[src/rtl/tiny_nn_pool_engine.sv]
// Streaming FP16 pooling engine: folds channel-interleaved samples into one max/min per channel
// per window, buffers one result set and drains it as byte or half-word beats.
module tiny_nn_pool_engine #(
  parameter int Channels   = 4,
  parameter int CountWidth = 8,
  parameter int OutWidth   = 8
) (
  input  logic                  clk_i,
  input  logic                  rst_ni,
  input  logic                  start_i,
  input  logic [CountWidth-1:0] window_i,
  input  logic                  mode_i,
  input  logic                  relu_i,
  output logic                  busy_o,
  input  logic                  in_valid_i,
  output logic                  in_ready_o,
  input  logic [15:0]           in_data_i,
  output logic                  out_valid_o,
  input  logic                  out_ready_i,
  output logic [OutWidth-1:0]   out_data_o,
  output logic                  out_last_o
);
  localparam int ChW = (Channels > 1) ? $clog2(Channels) : 1;
  localparam logic [ChW-1:0] LastCh = ChW'(Channels - 1);
  localparam logic [15:0] FPStdNaN = 16'h7e00;
  localparam logic [15:0] FPNegInf = 16'hfc00;
  localparam logic [15:0] FPPosInf = 16'h7c00;
  localparam logic [1:0] StIdle  = 2'd0;
  localparam logic [1:0] StRun   = 2'd1;
  localparam logic [1:0] StFlush = 2'd2;

  // a > b in FP16; any NaN compares false and +0 equals -0
  function automatic logic fp_cmp_gt(input logic [15:0] a, input logic [15:0] b);
    logic res;
    if (((a[14:10] == 5'h1f) && (a[9:0] != 10'h0)) || ((b[14:10] == 5'h1f) && (b[9:0] != 10'h0)))
      res = 1'b0;
    else if ((a[14:0] == 15'h0) && (b[14:0] == 15'h0))
      res = 1'b0;
    else if (a[15] != b[15])
      res = b[15];
    else if (!a[15])
      res = a[14:0] > b[14:0];
    else
      res = a[14:0] < b[14:0];
    return res;
  endfunction

  logic [1:0]            state_reg, state_next;
  logic [CountWidth-1:0] window_reg, cnt_reg;
  logic                  mode_reg, relu_reg;
  logic [ChW-1:0]        ch_reg, drain_ch_reg;
  logic                  pending_reg, drain_half_reg;
  logic [15:0]           buf_word [Channels];
  logic [15:0]           drain_word;

  logic at_window_end, in_fire, term_fire, sample_fire, start_fire;
  logic have_samples, commit, last_beat, beat_fire;

  assign have_samples  = (ch_reg != '0) || (cnt_reg != CountWidth'(1));
  assign at_window_end = (ch_reg == LastCh) && (cnt_reg == window_reg);
  assign in_ready_o    = (state_reg == StRun) && !(pending_reg && at_window_end);
  assign in_fire       = in_valid_i && in_ready_o;
  assign term_fire     = in_fire && (in_data_i == FPStdNaN);
  assign sample_fire   = in_fire && (in_data_i != FPStdNaN);
  assign start_fire    = (state_reg == StIdle) && start_i && (window_i != '0);
  // Partial window is only flushed once the buffer is empty.
  assign commit        = (sample_fire && at_window_end) ||
                         ((state_reg == StFlush) && have_samples && !pending_reg);
  assign last_beat     = (drain_ch_reg == LastCh) && ((OutWidth == 16) || drain_half_reg);
  assign beat_fire     = pending_reg && out_ready_i;

  assign busy_o      = (state_reg != StIdle);
  assign out_valid_o = pending_reg;
  assign out_last_o  = pending_reg && last_beat;

  for (genvar gi = 0; gi < Channels; gi++) begin : g_ch
    logic [15:0] acc_reg, buf_reg, fold_val, commit_val;
    logic        hit;

    // NaN samples never win a comparison, so they cannot enter the accumulator.
    assign hit = sample_fire && (ch_reg == ChW'(gi)) &&
                 (mode_reg ? fp_cmp_gt(acc_reg, in_data_i) : fp_cmp_gt(in_data_i, acc_reg));
    assign fold_val   = hit ? in_data_i : acc_reg;
    assign commit_val = (relu_reg && fold_val[15]) ? 16'h0000 : fold_val;
    assign buf_word[gi] = buf_reg;

    always_ff @(posedge clk_i or negedge rst_ni) begin
      if (!rst_ni) begin
        acc_reg <= FPNegInf;
        buf_reg <= '0;
      end else begin
        if (start_fire)
          acc_reg <= mode_i ? FPPosInf : FPNegInf;
        else if (commit)
          acc_reg <= mode_reg ? FPPosInf : FPNegInf;
        else
          acc_reg <= fold_val;
        if (commit)
          buf_reg <= commit_val;
      end
    end
  end

  always_comb begin
    state_next = state_reg;
    case (state_reg)
      StIdle:  if (start_fire) state_next = StRun;
      StRun:   if (term_fire) state_next = StFlush;
      StFlush: if (!have_samples && (!pending_reg || (beat_fire && last_beat)))
                 state_next = StIdle;
      default: state_next = StIdle;
    endcase
  end

  always_ff @(posedge clk_i or negedge rst_ni) begin
    if (!rst_ni) begin
      state_reg      <= StIdle;
      window_reg     <= '0;
      mode_reg       <= 1'b0;
      relu_reg       <= 1'b0;
      ch_reg         <= '0;
      cnt_reg        <= CountWidth'(1);
      pending_reg    <= 1'b0;
      drain_ch_reg   <= '0;
      drain_half_reg <= 1'b0;
    end else begin
      state_reg <= state_next;
      if (start_fire) begin
        window_reg <= window_i;
        mode_reg   <= mode_i;
        relu_reg   <= relu_i;
      end
      if (start_fire || commit) begin
        ch_reg  <= '0;
        cnt_reg <= CountWidth'(1);
      end else if (sample_fire) begin
        if (ch_reg == LastCh) begin
          ch_reg  <= '0;
          cnt_reg <= cnt_reg + 1'b1;
        end else begin
          ch_reg <= ch_reg + 1'b1;
        end
      end
      if (commit)
        pending_reg <= 1'b1;
      else if (beat_fire && last_beat)
        pending_reg <= 1'b0;
      if (beat_fire) begin
        if ((OutWidth == 16) || drain_half_reg) begin
          drain_half_reg <= 1'b0;
          drain_ch_reg   <= last_beat ? '0 : drain_ch_reg + 1'b1;
        end else begin
          drain_half_reg <= 1'b1;
        end
      end
    end
  end

  assign drain_word = buf_word[drain_ch_reg];

  if (OutWidth == 16) begin : g_out16
    assign out_data_o = pending_reg ? drain_word : '0;
  end else begin : g_out8
    assign out_data_o = pending_reg ? (drain_half_reg ? drain_word[15:8] : drain_word[7:0]) : '0;
  end

endmodule

[config.mk]
export PLATFORM = sky130hd
export DESIGN_NAME = tiny_nn_pool_engine
export DESIGN_NICKNAME = d
export VERILOG_FILES = /design/src/rtl/tiny_nn_pool_engine.sv
export SDC_FILE = /design/constraint.sdc
export NUM_CORES = 1
export LEC_CHECK = 0
export CORE_ASPECT_RATIO = 0.7
export CORE_UTILIZATION = 35
export CTS_CLUSTER_SIZE = 28
export DETAILED_ROUTE_END_ITERATION = 16
export HOLD_SLACK_MARGIN = 0.06
export PLACE_DENSITY = 0.49
export SLEW_MARGIN = 30
export SYNTH_ARGS = -nofsm -noshare
export SYNTH_HDL_FRONTEND = slang
export SYNTH_SLANG_ARGS = --single-unit
[constraint.sdc]
create_clock -name clk_i -period 3.4 [get_ports clk_i]
set_input_delay 1.02 -clock clk_i [delete_from_list [all_inputs] [get_ports clk_i]]
set_output_delay 1.02 -clock clk_i [all_outputs]
set_load 0.05 [all_outputs]
# --- After elaboration in Yosys (flattened, before gate mapping) ---
# Index checks and enable logic that the tools add are counted.
# W data, S select, Z words.
totals:
  inputBits: 31
  elab_cells: 206
  ramBits: 0
  romBits: 0
  out_inout_bits: 12
  register_bits: 154
  memories: 0
  latchBits: 0
classes:
  bitwise_logic: 1
  n_reduce_logical: 69
  n_eq_ne: 26
  div_mod_pow: 0
  order_cmp: 17
  mux: 73
  shift: 0
  add_sub_neg: 3
  mul: 0
op_table:
  columns: ["operator", "count"]
  rows:
  - ["$mux W16", 20]
  - ["$gt A15 B15 Y1", 8]
  - ["$lt A15 B15 Y1", 8]
  - ["$logic_not A15 Y1", 5]
  - ["$reduce_bool A10 Y1", 5]
  - ["$mux W8", 5]
  - ["$mux W1", 39]
  - ["$logic_and A1 B1 Y1", 37]
  - ["$bmux W16 S2", 1]
  - ["$eq A5 B5 Y1 const B", 5]
  - ["$eq A16 B15 Y1 const B", 1]
  - ["$ne A16 B15 Y1 const B", 1]
  - ["$mux W2", 7]
  - ["$reduce_bool A2 Y1", 5]
  - ["$add A8 B1 Y8 const B", 1]
  - ["$eq A2 B2 Y1 const B", 4]
  - ["$eq A8 B8 Y1", 1]
  - ["$logic_or A1 B1 Y1", 8]
  - ["$ne A1 B1 Y1", 8]
  - ["$ne A8 B1 Y1 const B", 1]
  - ["$reduce_bool A8 Y1", 1]
  - ["$pmux W2 S3", 1]
  - ["$add A2 B1 Y2 const B", 2]
  - ["$eq A2 B1 Y1 const B", 2]
  - ["other kinds (8)", 13]

# --- Depth between registers and ports, before layout ---
# Gate-level depths: netlist of run 1.
depth:
  depth_word: 12
  ltp_mapped: 12
  mapped_depth_nobuf: 10

# --- Least setup slack after synthesis of run 1 ---
# No wires, ideal clock.
synth_timing:
  kind: "input port to flip-flop"
  start: "input port in_data_i[4]"
  end: "register g_ch[0].buf_reg[0]"
  setup_ns: 0.142
  path_buffers: 1
  stages: 10
  required_ns: 3.258
  t_arrival_ns: 3.172
  path_slack_ns: 0.086
  path_cell_list: "ha_1 a211oi_1 nor2_1 o31ai_1 nand4_1 a311oi_4 nand3_1 a211oi_4 buf_6 a211oi_1"
synth_via:
  elab_chain_cells: 10
  elab_cells_between_ends: 27
  classes_between: "order compare: 4; eq/ne: 1; mux: 11; reduce/logical: 11"
synth_rtl:
  columns: ["item", "line", "text"]
  rows:
  - ["start: declaration", "17", "input logic [15:0] in_data_i,"]
  - ["$gt A15 B15 Y1 or $lt A15 B15 Y1 (tied branches)", "42, 44", null]
  - ["$mux W1", "41", "else if (!a[15])"]
  - ["$mux W1", "39", "else if (a[15] != b[15])"]
  - ["$mux W1", "37", "else if ((a[14:0] == 15'h0) && (b[14:0] == 15'h0))"]
  - ["$mux W1", "35", "if (((a[14:10] == 5'h1f) && (a[9:0] != 10'h0)) || ((b[14:10] == 5'h1f) && (b[9:0] != 10'h0)))"]
  - ["$mux W1", "82", "(mode_reg ? fp_cmp_gt(acc_reg, in_data_i) : fp_cmp_gt(in_data_i, acc_reg));"]
  - ["$logic_and A1 B1 Y1", "81", "assign hit = sample_fire && (ch_reg == ChW'(gi)) &&"]
  - ["$mux W16", "83", "assign fold_val = hit ? in_data_i : acc_reg;"]
  - ["$logic_and A1 B1 Y1", "84", "assign commit_val = (relu_reg && fold_val[15]) ? 16'h0000 : fold_val;"]
  - ["$mux W16", "84", null]
  - ["end signal: assignment", "99", "buf_reg <= commit_val;"]
  - ["end: declaration", "77", "logic [15:0] acc_reg, buf_reg, fold_val, commit_val;"]
# Parallel ways exist; a longest one is shown, timed or not.
# A chain may end at the register's enable or synchronous reset.

# --- Final worst setup path of run 1 ---
layout_timing:
  start: "input port in_data_i[5]"
  end: "register g_ch[3].buf_reg[8]"
layout_via:
  elab_chain_cells: 10
  elab_cells_between_ends: 27
  classes_between: "order compare: 4; eq/ne: 1; mux: 11; reduce/logical: 11"
layout_rtl:
  columns: ["item", "line"]
  rows:
  - ["$gt A15 B15 Y1 or $lt A15 B15 Y1 (tied branches)", "42, 44"]
  - ["$mux W1", "41"]
  - ["$mux W1", "39"]
  - ["$mux W1", "37"]
  - ["$mux W1", "35"]
  - ["$mux W1", "82"]
  - ["$logic_and A1 B1 Y1", "81"]
  - ["$mux W16", "83"]
  - ["$logic_and A1 B1 Y1", "84"]
  - ["$mux W16", "84"]
  - ["end signal: assignment", "99"]
  - ["end: declaration", "77"]
# Parallel ways exist; a longest one is shown, timed or not.

==> impl_metrics.json, run 1 <==
{
  "run_status": "complete, no violations",
  "fin_nets": 1139,
  "critPathRequiredTime_ps": 3730,
  "wl_per_cell_um": 21.7,
  "setup.worst_path.start": "in_data_i[5]",
  "power.total_mw": 8.54,
  "p_clk_frac": 0.223,
  "gr-total-overflow": 0,
  "rrSetupSlack_ps": 450,
  "ys_warn_count": 0,
  "htreeDepth": 4,
  "slowest_stage": "a2111o_1",
  "p_leak_nw": 5.59,
  "syn_area_sq_mm": 0.00902,
  "crit_family": "compound AO/OA/AOI/OAI gates",
  "rr_startpoint": "g_ch[3].acc_reg[12]$_DFF_PN1_",
  "io-pin-count": 43,
  "rows": 48,
  "cts_tree": "done",
  "worstPathArrival_ps": 3710,
  "drive_gt1_frac": 0.299,
  "ys_seq_area_frac": 0.431,
  "synth-async-reset-ratio": 1.00,
  "crit_fanout": 9,
  "antenna_found_initial": 2,
  "syn-num-nets": 1003,
  "num_vias": 7449,
  "gp_congestion": 0.854,
  "layout.cells.non_filler": 1379,
  "core_area_sq_mm": 0.0250,
  "cp_num_buf_inv": 4,
  "die_x_um": 194,
  "hold_end": "g_ch[1].buf_reg[10]$_DFFE_PN0P_",
  "cellPowerDensity_mw_per_mm2": 721,
  "start_kind": "primary input",
  "root_buffer": "clkbuf_16",
  "areaGrowthSynthToFinish_pct": 31.3,
  "power_switching_mw": 3.42,
  "wl_met1_mm": 15.9,
  "period_share": 0.995,
  "tightest_slew_ps": 644,
  "cts.sinks": 154,
  "comb_power_share": 0.429,
  "clock_latency_ps": 440,
  "final_common_cell": "dfrtp_1",
  "crit_chain": "dlygate4sd2_1, buf_12, ha_1, o21ai_1, nor2_1, o311ai_2, buf_4, a21oi_1, a2111o_1, mux2i_2, o21ai_4, clkbuf_16, o21ai_2",
  "layout_common_cells": "129 x dfrtp_1, 95 x nand2_1, 90 x nor2_1, 86 x buf_4, 69 x inv_1",
  "syn_avg_cell_area_sq_um": 9.97,
  "whs_path_depth": 2,
  "portBuffers": 42,
  "p_int_mw": 5.12,
  "die-area_sq_mm": 0.0264,
  "drtIter0Drc": 570,
  "drt_pass1_iterations": 5,
  "worstSetupEndpointType": "flop",
  "synth.distinct_cells": 61,
  "post-route-drc-count": 0,
  "seqPwrFrac": 0.348,
  "grt_max_degree": 54,
  "antenna_cells": 0,
  "viasPerCell": 5.40,
  "vdd_drop_max_uv": 363,
  "holdBufCountCts": 0,
  "grt_pass1_vias": 7251,
  "place_hpwl_mm": 21.3,
  "numCtsBuffers": 17,
  "skew_ps": 13.9,
  "final_hold_viol_count": 0,
  "top_layer": "met4",
  "hp-class": "reg -> reg",
  "rsz0062_at_grt": "true",
  "synth_cells": 905,
  "placedCellCount": 1330,
  "crit_type": "in -> reg",
  "setup_viol": 0,
  "min_from": "g_ch[1].buf_reg[10]$_DFFE_PN0P_",
  "max_freq_ghz": 0.296,
  "setup_tns_ps": 0,
  "p_sw_frac": 0.401,
  "grt_usage": 0.233,
  "clk_pin_slew_worst_paths_ps": 70,
  "synth-seq-cells": 154,
  "wl_met2_mm": 11.6,
  "grt_pass1_wl_mm": 45.0,
  "worstRegToRegCells": 11,
  "synth_enable_flop_cells": 0,
  "clockBufferDepth": 2,
  "largest_register_ffs": 64,
  "start_util": 0.361,
  "drv_cap": 0,
  "fp.dieH_um": 136,
  "critPathMaxStageDelay_ps": 470,
  "ys.flop_type": "dfrtp_1",
  "drv_slew": 0,
  "r2r-end": "g_ch[3].buf_reg[8]$_DFFE_PN0P_",
  "antenna_left": 0,
  "fin_crit_ps": 3380,
  "relSlewSlack": 0.567,
  "final_util": 0.474,
  "totalWireLength_mm": 29.9,
  "met3_length_mm": 2.04
}
worst max-delay path by stage:
| stage | end | slack (ps) | cells past startpoint |
|---|---|---|---|
| after global routing | g_ch[3].buf_reg[13]$_DFFE_PN0P_ | -30 | 13 |
| after CTS | g_ch[2].buf_reg[12]$_DFFE_PN0P_ | 5 | 13 |
| final | g_ch[3].buf_reg[8]$_DFFE_PN0P_ | 20 | 13 |
| after global placement | g_ch[1].buf_reg[2]$_DFFE_PN0P_ | -700 | 13 |
| after floorplan | g_ch[0].buf_reg[0]$_DFFE_PN0P_ | 90 | 10 |
| after detailed placement | g_ch[1].buf_reg[3]$_DFFE_PN0P_ | -680 | 13 |
cell usage after synthesis, drive strengths merged (4+ instances only):
cell    number  share of area
mux2        13          0.016
nand4       17          0.012
a21oi       52          0.029
nand2b       4         0.0028
xnor2       12          0.012
nor2b       10         0.0069
nor2        96          0.040
a211oi      17          0.016
dfstp       25          0.073
o21ai       63          0.045
mux4        16          0.040
buf         25          0.017
mux2i       48          0.053
nand3       32          0.018
clkbuf      14         0.0058
ha          67          0.093
inv         70          0.029
nand2       96          0.040
dfrtp      129           0.36
a21o         8         0.0067
nor3        13         0.0085
nand3b       4         0.0033
a311oi       6         0.0078
and4         4         0.0039
o31ai        6         0.0050
xor2        10         0.0097
o311ai       5         0.0065
nor4        14          0.011
nand4b       4         0.0062
worst register-to-register path, stage by stage (launching register included):
cell and delay (ps):
dfstp_2 580, inv_1 80, ha_1 290, and4_1 280, o311ai_2 140, buf_4 160
o2bb2ai_1 120, a2111o_1 440, mux2i_2 210, o21ai_4 270, clkbuf_16 220, o21ai_2 50
power by group through the flow:
stage | clock, mW | sequential (mW) | combinational, mW
4_1_cts | 1.94 | 2.95 | 3.47
5_1_grt | 2.02 | 3.03 | 4.02
3_5_place_dp | 0 | 2.97 | 3.32
3_3_place_gp | 0 | 2.97 | 3.30
6_report | 1.90 | 2.97 | 3.67
2_1_floorplan | 0 | 2.70 | 2.26
cells by family after synthesis:
group / count (synthesis) / synth area share
and+or+nand+nor: 307 / 0.163
xor gates and xnor gates: 22 / 0.0214
DFF: 154 / 0.431
buffers and inverters: 109 / 0.0523
adders and majority gates: 67 / 0.0929
muxes: 77 / 0.109
AOI/OAI and AO/OA: 169 / 0.130
routing by layer:
metal	global-route usage	vias to the layer above
met4	0.0516	0
met1	0.373	3754
li1	-	3476
met2	0.307	196
met5	0	-
met3	0.0509	23
layout make-up:
class                   count  area [sq um]
fillers                  2352         13100
multi-input cells         642          5100
flip-flops and latches    154          3880
repair buffers            156          1610
clock buffers              21           460
well taps                 325           407
inverters                  70           263
clock inverters            11           113
stage by stage:
step           setup slack [ps]  instance area (sq um)  hold slack, ps
6_report                   16.0                  11800             477
5_1_grt                   -27.6                  11800             502
4_1_cts                    4.59                  11500             479
3_5_place_dp               -682                  10600             465
3_3_place_gp               -701                  10600             460
2_1_floorplan              86.4                   9020             443
what timing repair did:
action | 4_1_cts | 5_1_grt
resized for setup | 61 | 83
setup endpoints to repair | 126 | 74
pin swaps | 18 | 31
gates cloned | 3 | 2
buffers inserted | 10 | 3
Power figures use the tool's default switching activity.
==> inputs of run 2 (changes only) <==
--- a/config.mk
+++ b/config.mk
@@ -5,7 +5,9 @@
 export SDC_FILE = /design/constraint.sdc
 export NUM_CORES = 1
 export LEC_CHECK = 0
+export CAP_MARGIN = 10
 export CORE_ASPECT_RATIO = 0.7
+export CORE_MARGIN = 2
 export CORE_UTILIZATION = 35
 export CTS_CLUSTER_SIZE = 28
 export DETAILED_ROUTE_END_ITERATION = 16
==> impl_metrics.json, run 2 (same netlist as run 1, synthesis figures left out) <==
{
  "gr-total-overflow": 0,
  "busiest_layer": "met1",
  "skew_ps": 10.4,
  "hp-class": "reg -> reg",
  "p_sw_frac": 0.381,
  "worstPathArrival_ps": 3630,
  "run_status": "complete, no violations",
  "post-route-drc-count": 0,
  "period_share": 0.975,
  "seqPwrFrac": 0.333,
  "fin_nets": 1148,
  "portBuffers": 42,
  "p_int_mw": 5.53,
  "grt_pass1_vias": 7138,
  "register_area_sq_mm": 0.00388,
  "p_clk_frac": 0.241,
  "setup_viol": 0,
  "antenna_cells": 0,
  "fin_crit_ps": 3310,
  "drive_gt1_frac": 0.332,
  "numCtsBuffers": 17,
  "multiInputGateArea_sq_mm": 0.00529,
  "cellPowerDensity_mw_per_mm2": 730,
  "die_x_um": 196,
  "crit_fanout": 7,
  "viasPerCell": 5.32,
  "largest_register_ffs": 64,
  "io-pin-count": 43,
  "slowest_stage": "nor4_4",
  "vdd_drop_max_uv": 402,
  "cts_tree": "done",
  "cts.sinks": 154,
  "worstSetupEndpointType": "flop",
  "power_switching_mw": 3.41,
  "critPathRequiredTime_ps": 3710,
  "grt_usage": 0.225,
  "setup_tns_ps": 0,
  "start_util": 0.354,
  "rows": 49,
  "crit_top_cell": "buf_4",
  "tightest_slew_ps": 754,
  "grt.met3_usage": 0.0681,
  "holdBufCountCts": 0,
  "grt_pass1_wl_mm": 45.0,
  "place_hpwl_mm": 21.4,
  "clk_pin_slew_worst_paths_ps": 60,
  "clockBufferDepth": 2,
  "final_common_cell": "dfrtp_1",
  "root_buffer": "clkbuf_16",
  "grt_max_degree": 58,
  "relSlewSlack": 0.497,
  "critPathMaxStageDelay_ps": 300,
  "max_freq_ghz": 0.302,
  "nFillCells": 2354,
  "areaGrowthSynthToFinish_pct": 35.7,
  "crit_chain": "clkdlybuf4s15_1, buf_6, ha_4, nand4_1, buf_4, nor4_4, buf_4, a21boi_4, a211oi_2, a311oi_4, buf_4, nand2_2, buf_12, mux2i_1, a211oi_2",
  "antenna_left": 0,
  "htreeDepth": 4,
  "drv_slew": 0,
  "gp_congestion": 0.854,
  "p_leak_nw": 5.72,
  "drtIter0Drc": 505,
  "wl_per_cell_um": 21.5,
  "num_vias": 7404,
  "crit_type": "in -> reg",
  "use_met2": 0.294,
  "antenna_found_initial": 0,
  "layout_common_cells": "129 x dfrtp_1, 94 x nand2_1, 91 x nor2_1, 86 x buf_4, 69 x inv_1",
  "hold_slack_ps": 477,
  "drt_pass1_iterations": 5,
  "die-area_sq_mm": 0.0271,
  "drv_cap": 0,
  "totalWireLength_mm": 30.0,
  "final_hold_viol_count": 0,
  "start_kind": "primary input",
  "comb_power_share": 0.427,
  "core_area_sq_mm": 0.0255,
  "fp.dieH_um": 138,
  "clock_latency_ps": 440,
  "met1_usage": 0.355
}
==> run 2: cell types whose count changed in the layout (fill, tap and decap cells not counted), moves of 5 or more <==
cell | previous run | this run
a21oi_2 | 5 | 11
mux2i_2 | 3 | 11
ha_4 | 13 | 20
a21oi_1 | 45 | 40
o21ai_0 | 8 | 13
dlymetal6s2s_1 | 1 | 6
o21ai_1 | 19 | 12
buf_6 | 15 | 22
ha_1 | 52 | 47
mux2i_1 | 43 | 36
dlygate4sd2_1 | 10 | 2
==> run 2: per-stage QoR <==
stage	setup slack, ps	power, mW	instance area [sq um]	util	cells
global placement	-665	6.25	10600	0.417	1335
CTS	1.56	8.72	11900	0.466	1387
detailed placement	-712	6.28	10600	0.417	1335
global route	-14.6	9.48	12200	0.480	1392
floorplan	86.4	4.96	9020	-	905
finish	85.1	8.94	12200	0.480	1392
==> run 2: worst max-delay path, delay by kind of cell <==
kind,cells,cell delay [ps]
AOI/OAI and AO/OA,4,520
buffers and inverters,6,980
and+or+nand+nor,3,540
adders and majority gates,1,270
muxes,1,300
==> run 2: final timing paths <==
path / from / end / slack [ps] / depth (start not counted)
min in group asynchronous: rst_ni / cnt_reg[2]$_DFFE_PN0P_ / 530 / 1
setup reg to reg: g_ch[0].acc_reg[13]$_DFF_PN1_ / g_ch[0].buf_reg[6]$_DFFE_PN0P_ / 360 / 13
max in group asynchronous: rst_ni / g_ch[1].acc_reg[12]$_DFF_PN1_ / 2090 / 2
hold reg to reg: g_ch[3].buf_reg[15]$_DFFE_PN0P_ / g_ch[3].buf_reg[15]$_DFFE_PN0P_ / 480 / 2
setup / recovery: in_data_i[6] / g_ch[0].buf_reg[6]$_DFFE_PN0P_ / 90 / 15
hold / removal: g_ch[3].buf_reg[15]$_DFFE_PN0P_ / g_ch[3].buf_reg[15]$_DFFE_PN0P_ / 480 / 2
==> run 2: layout make-up <==
cell class,instances,share of cell area
timing repair buffer,165,0.143
tap,331,0.0338
multi-input combinational,642,0.432
sequential,154,0.317
inverter,70,0.0215
clock buffer,22,0.0396
clock inverter,8,0.0135
==> run 2: routing by layer <==
layer | wire length, um | vias up
met5 | 0 | -
met4 | 395 | 0
met3 | 2100 | 22
met2 | 11700 | 155
met1 | 15700 | 3729
li1 | - | 3498
==> run 2: power groups by stage <==
stage / clock, mW / combinational [mW] / sequential [mW]
floorplan: 0 / 2.26 / 2.70
global placement: 0 / 3.28 / 2.96
detailed placement: 0 / 3.31 / 2.96
CTS: 2.18 / 3.59 / 2.95
global route: 2.26 / 4.19 / 3.03
finish: 2.15 / 3.81 / 2.97
==> run 2: timing repair <==
item	4_1_cts	5_1_grt
setup endpoints to repair	111	96
gates cloned	4	0
setup buffers	18	8
resized for setup	110	70
pin swaps	33	36
==> edit 1: new RTL, flow settings as in run 1 <==
Change the parameter `Channels` from 4 to 2.
--- a/src/rtl/tiny_nn_pool_engine.sv
+++ b/src/rtl/tiny_nn_pool_engine.sv
@@ -3,3 +3,3 @@
 module tiny_nn_pool_engine #(
-  parameter int Channels   = 4,
+  parameter int Channels   = 2,
   parameter int CountWidth = 8,
Function: changed (a bounded check fails within 4 cycles, from zero or initial values and one cycle with rst_ni low).
==> edit 1 against run 1 <==
Area after synthesis down 42%; sequential share of layout area decreased by 0.61 points; total power shrank 37%; wire length fell by 46%; worst setup slack better by 0.090 ns; cell area decreased by 42%; sequential cell count is 66 lower; sequential power shrank 37%; critical path type unchanged; critical endpoint is now g_ch[1].buf_reg[6]; highest routed layer unchanged.
==> edit 1: results (changes against run 1) <==
* VDD IR max at 269.7 uV (was 363.3 uV)
* Depth of the worst register-to-register path at 12 (was 11)
* Met1 wire length at 8.837 mm (was 15.86 mm)
* FILL cells at 1337 (was 2352)
* Overall routing resource usage at 0.2221 (was 0.2326)
* Setup Skew at 0.01073 ns (was 0.01393 ns)
* Number of CTS-inserted buffers at 9 (was 17)
* First-pass GRT wire length at 25.49 mm (was 44.99 mm)
* Root buffer cell: clkbuf_16 (unchanged)
* Crit path kind: primary input to register (unchanged)
* Synth area leaders: dfrtp_1, ha_1, dfstp_2, mux4_2, mux2_2 (was dfrtp_1, ha_1, dfstp_2, mux2i_1, mux4_2)
* Final net count at 676 (was 1139)
* Max reg flops at 32 (was 64)
* Pre-antenna DRT Iters at 5 (unchanged)
* RR Endpoint: g_ch[1].buf_reg[6] (was g_ch[3].buf_reg[8])
* Clk pin slew, worst setup/hold paths at 0.07 ns (about the same)
* Inst Count DP at 786 (was 1330)
* Syn nets at 573 (was 1003)
* Largest net degree at the start of global routing at 51 (was 54)
* R2R Path Start: g_ch[1].acc_reg[12] (was g_ch[3].acc_reg[12])
* H-Tree Depth at 3 (was 4)
* Antenna diode instance count at 0 (unchanged)
* Share of post-route cells with drive strength above 1 at 0.2702 (was 0.2989)
* Ys async rst share at 1.000 (unchanged)
* 1st-iter DRT viols at 262 (was 570)
* HPWL after DPL at 12.37 mm (was 21.31 mm)
* Measured slew at the worst slew-check pin at 0.5670 ns (was 0.6440 ns)
* Clock Latency Late Sink at 0.34 ns (was 0.44 ns)
* Fin. Hold Viols at 0 (unchanged)
* Met2 wire len at 6.285 mm (was 11.64 mm)
* GP Congestion at 0.9476 (was 0.8535)
* Synth unique cells at 50 (was 61)
* Clk buf depth at 2 (unchanged)
* Initial antenna violation count at 0 (was 2)
* Post-synth top cells: dfrtp_1, nand2_1, inv_1 (was dfrtp_1, nand2_1, nor2_1)
* Mapped Cells at 510 (was 905)
* Lkg Pwr at 3.360 nW (was 5.592 nW)
* Number of vias per cell at 5.386 (was 5.402)
* Outcome: completed (unchanged)
* Top fanout value on the critical path at 8 (was 9)
* Vias after detailed routing at 4352 (was 7449)
* Per-cell routed wire length at 20.14 microns (was 21.66 microns)
* Worst Setup SP: in_data_i[14] (was in_data_i[5])
* Met3 WL at 990 microns (was 2.040 mm)
* Vias in the first global route at 4180 (was 7251)
* Top Layer Used: met4 (unchanged)
* Worst path arrival time at 3.52 ns (was 3.71 ns)
* Register-to-register setup slack at 0.37 ns (was 0.45 ns)
* Seq/Total Area, Yosys at 0.4253 (was 0.4307)
* Net Sw Frac at 0.3843 (was 0.4006)
[edit 1: worst min-delay path by stage]
stage | from | end | slack (ns) | cells after the start
floorplan | g_ch[0].buf_reg[15] | g_ch[0].buf_reg[15] | 0.44 | 2
detailed placement | g_ch[0].buf_reg[8] | g_ch[0].buf_reg[8] | 0.47 | 2
global route | g_ch[0].buf_reg[6] | g_ch[0].buf_reg[6] | 0.50 | 2
global placement | g_ch[0].buf_reg[8] | g_ch[0].buf_reg[8] | 0.46 | 2
CTS | g_ch[0].buf_reg[8] | g_ch[0].buf_reg[8] | 0.48 | 2
finish | g_ch[0].buf_reg[0] | g_ch[0].buf_reg[0] | 0.48 | 2
[edit 1: cell families after synthesis]
group | after synthesis | share of synthesized area
adders and majority gates | 32 | 0.07676
AOI/OAI and AO/OA | 79 | 0.1041
xor gates and xnor gates | 20 | 0.03358
buffers and inverters | 56 | 0.04749
DFF | 88 | 0.4253
and+or+nand+nor | 187 | 0.1883
muxes | 48 | 0.1245
[edit 1: what timing repair did]
item | CTS | global route
endpoints found under the setup margin | 56 | 69
pin swaps | 13 | 16
buffers inserted | 1 | 3
gates resized for setup | 23 | 25
cloned | 1 | 1
[edit 1: critical path, stage by stage]
cell           delay, ns
dlygate4sd2_1       0.27
ha_4                0.28
nand4_1             0.15
buf_4               0.17
buf_4               0.12
nor2_1              0.13
o31ai_2             0.09
and3_1              0.18
or3_4               0.43
buf_12              0.17
mux2_4              0.29
o211a_1             0.21
[edit 1: power groups by stage]
stage	logic [W]	clock network [W]	registers, W
global route	0.00271	0.00111	0.00193
global placement	0.00224	0	0.00188
floorplan	0.00159	0	0.00166
finish	0.00246	0.00105	0.00188
detailed placement	0.00229	0	0.00187
CTS	0.00238	0.00107	0.00187
[edit 1: final cells by class]
type | instances | area (sq um) | area share
Clock buffer | 11 | 252.7 | 0.03665
Multi-Input combinational cell | 366 | 2943 | 0.4268
Timing Repair Buffer | 114 | 1054 | 0.1528
Inverter | 34 | 127.6 | 0.01851
Sequential cell | 88 | 2220 | 0.3219
Clock inverter | 5 | 61.31 | 0.008891
Tap cell | 190 | 237.7 | 0.03448
[edit 1: routing by layer]
metal	vias up	GRT usage
met3	12	0.04518
li1	2020	-
met2	132	0.2803
met4	0	0.04345
met1	2188	0.3728
met5	-	0
[edit 1: per-stage QoR]
stage	hold slack (ns)	worst slack, ns	util	instance area (sq um)
2_1_floorplan	0.4432	0.1110	-	5216
5_1_grt	0.5033	-0.007939	0.4844	6895
3_3_place_gp	0.4623	-0.4781	0.4445	6327
4_1_cts	0.4827	0.003797	0.4735	6740
6_report	0.4750	0.1063	0.4844	6895
3_5_place_dp	0.4674	-0.5313	0.4445	6327
==> edit 2: new RTL, config.mk and constraints of run 1 <==
Made on the original files. Register the input `mode_i` before use, with the module's reset. The logic sees it one clock later. The other inputs are not delayed to match.
--- a/src/rtl/tiny_nn_pool_engine.sv
+++ b/src/rtl/tiny_nn_pool_engine.sv
@@ -30,2 +30,12 @@
   localparam logic [1:0] StFlush = 2'd2;
+
+  logic mode_q;
+
+  always_ff @(posedge clk_i or negedge rst_ni) begin
+    if (!rst_ni) begin
+      mode_q <= '0;
+    end else begin
+      mode_q <= mode_i;
+    end
+  end
 
@@ -92,3 +102,3 @@
         if (start_fire)
-          acc_reg <= mode_i ? FPPosInf : FPNegInf;
+          acc_reg <= mode_q ? FPPosInf : FPNegInf;
         else if (commit)
@@ -129,3 +139,3 @@
         window_reg <= window_i;
-        mode_reg   <= mode_i;
+        mode_reg   <= mode_q;
         relu_reg   <= relu_i;
Check against the original RTL: not equivalent (Yosys sat finds a counterexample within 10 cycles, from zero or initial values and one cycle with rst_ni low).
==> edit 2 against run 1 <==
The flow now finishes with violations (setup timing); die area is 2.6% higher; first-iteration DRC count is 8.9% higher; wire length is 14% higher; sequential cell count is 1 higher; worst setup slack worse by 0.059 ns; total power is 15% higher; area after synthesis is 2.6% higher; cell area is 12% higher.
==> edit 2: results (changes against run 1) <==
* Met3 Resource Use GR at 0.06880 (was 0.05086)
* Number of CTS-inserted buffers at 17 (unchanged)
* Initial antenna violation count at 1 (was 2)
* GRT met1 Usage at 0.4085 (was 0.3731)
* First-pass GRT wire length at 51.76 mm (was 44.99 mm)
* Worst hold stages at 2 (unchanged)
* HPWL after DPL at 24.47 mm (was 21.31 mm)
* Setup Skew at 0.01212 ns (was 0.01393 ns)
* Worst path arrival time at 3.77 ns (was 3.71 ns)
* H-Tree Depth at 4 (unchanged)
* FILL cells at 2362 (was 2352)
* R2R Path Start: g_ch[1].acc_reg[4] (was g_ch[3].acc_reg[12])
* Worst path slowest cell: or4_4 (was a2111o_1)
* Synth area leaders: dfrtp_1, ha_1, dfstp_2, mux2i_1, nor2_1 (was dfrtp_1, ha_1, dfstp_2, mux2i_1, mux4_2)
* Overall routing resource usage at 0.2614 (was 0.2326)
* Failing checks: setup timing
* Vias in the first global route at 8090 (was 7251)
* Final setup violation count at 8 (was 0)
* Pre-CTS setup slack at -1.235 ns (was -0.6819 ns)
* Max incr delay on CP at 0.54 ns (was 0.47 ns)
* Post-synth top cells: dfrtp_1, nor2_1, nand2_1 (was dfrtp_1, nand2_1, nor2_1)
* Port buffer count at 42 (unchanged)
* GP Congestion at 0.9051 (was 0.8535)
* Share of post-route cells with drive strength above 1 at 0.3941 (was 0.2989)
* Setup TNS at -0.2150 ns (was 0 ns)
* Hold_ws at 0.4830 ns (was 0.4774 ns)
* Pre-antenna DRT Iters at 5 (unchanged)
* Outcome: finished with violations (was completed)
* Number of vias per cell at 5.329 (was 5.402)
* 1st-iter DRT viols at 621 (was 570)
* Synth unique cells at 53 (was 61)
* Net Sw Frac at 0.4232 (was 0.4006)
* Ys async rst share at 1.000 (unchanged)
* Lkg Pwr at 5.666 nW (was 5.592 nW)
* Worst Setup SP: in_data_i[3] (was in_data_i[5])
* Total wire length at 34.18 mm (was 29.88 mm)
* Clk buf depth at 2 (unchanged)
* Final Worst Setup Slack at -0.04253 ns (was 0.01603 ns)
* Met2 usage at 0.3458 (was 0.3073)
* PD cells at 740.8 nW/um^2 (was 721.4 nW/um^2)
* VDD IR max at 376.4 uV (was 363.3 uV)
* Register-to-register setup slack at 0.06 ns (was 0.45 ns)
* Number of hold buffers added after CTS at 0 (unchanged)
* Syn nets at 1038 (was 1003)
* Clock Latency Late Sink at 0.46 ns (was 0.44 ns)
* Relative slew margins at 0.4661 (was 0.5667)
* Final Cell Area at 13220 sq um (was 11840 sq um)
* CP Capture Point: g_ch[1].buf_reg[4] (was g_ch[3].buf_reg[8])
* Top fanout value on the critical path at 6 (was 9)
* Final net count at 1242 (was 1139)
* Max reg flops at 64 (unchanged)
* Seq/Total Area, Yosys at 0.4224 (was 0.4307)
* Largest net degree at the start of global routing at 60 (was 54)
* Clk pin slew, worst setup/hold paths at 0.07 ns (about the same)
* Synth warn at 0 (unchanged)
* Depth of the worst register-to-register path at 11 (unchanged)
* Area post-placement at 11200 sq um (was 10580 sq um)
==> edit 2: repair_timing <==
action	4_1_cts	5_1_grt
cloned	4	0
resized for setup	182	82
endpoints found under the setup margin	129	87
buffers inserted	41	13
hold endpoints to repair	0	0
pin swaps	61	43
==> edit 2: layer usage <==
| layer | up-vias | wire (microns) |
|---|---|---|
| li1 | 3811 | - |
| met1 | 4011 | 17510 |
| met2 | 218 | 13610 |
| met3 | 33 | 2392 |
| met4 | 0 | 661 |
| met5 | - | 0 |
==> edit 2: critical path: cells and delay by family <==
| family | cells | cell delay, ns |
|---|---|---|
| buffers and inverters | 6 | 0.82 |
| adders and majority gates | 1 | 0.21 |
| AOI/OAI and AO/OA | 4 | 0.63 |
| and+or+nand+nor | 4 | 1.06 |
==> edit 2: worst min path at each step <==
stage,start,endpoint
6_report,g_ch[2].buf_reg[10],g_ch[2].buf_reg[10]
5_1_grt,g_ch[1].buf_reg[10],g_ch[1].buf_reg[10]
4_1_cts,g_ch[2].buf_reg[10],g_ch[2].buf_reg[10]
3_5_place_dp,g_ch[2].buf_reg[2],g_ch[2].buf_reg[2]
3_3_place_gp,g_ch[2].buf_reg[4],g_ch[2].buf_reg[4]
2_1_floorplan,g_ch[2].buf_reg[0],g_ch[2].buf_reg[0]
==> edit 2: final cells by class <==
cell class	count	area (sq um)	area share
multi-input cells	673	5823	0.4404
clock inverters	14	140.1	0.01060
diodes	1	2.502	0.0001893
well taps	357	446.7	0.03378
clock buffers	18	429.2	0.03246
repair buffers	231	2222	0.1681
flip-flops and latches	155	3910	0.2957
inverters	66	247.7	0.01874
==> edit 2: logic make-up (layout without fill, tap and decap cells) <==
group | after synthesis | after routing | share of synthesized area
buffers and inverters | 112 | 329 | 0.05015
adder cells (fa/ha/maj) | 67 | 67 | 0.09056
AND/OR/NAND/NOR | 321 | 321 | 0.1676
AO/OA/AOI/OAI | 197 | 197 | 0.1533
flip-flops | 155 | 155 | 0.4224
multiplexers | 69 | 69 | 0.09800
other | 0 | 1 | 0
XOR/XNOR | 19 | 19 | 0.01798
==> edit 2: stage by stage <==
step	power [W]	cells
after floorplan	0.005327	940
after global placement	0.007015	1435
after detailed placement	0.007042	1435
after CTS	0.009555	1509
after global routing	0.01034	1514
final	0.009795	1515
==> edit 2: power groups by stage <==
stage	sequential, W	combinational (W)	clock, W
6_report	0.00298	0.00491	0.00191
5_1_grt	0.00304	0.00528	0.00202
4_1_cts	0.00295	0.00467	0.00194
3_5_place_dp	0.00295	0.00409	0
3_3_place_gp	0.00296	0.00405	0
2_1_floorplan	0.00272	0.00261	0
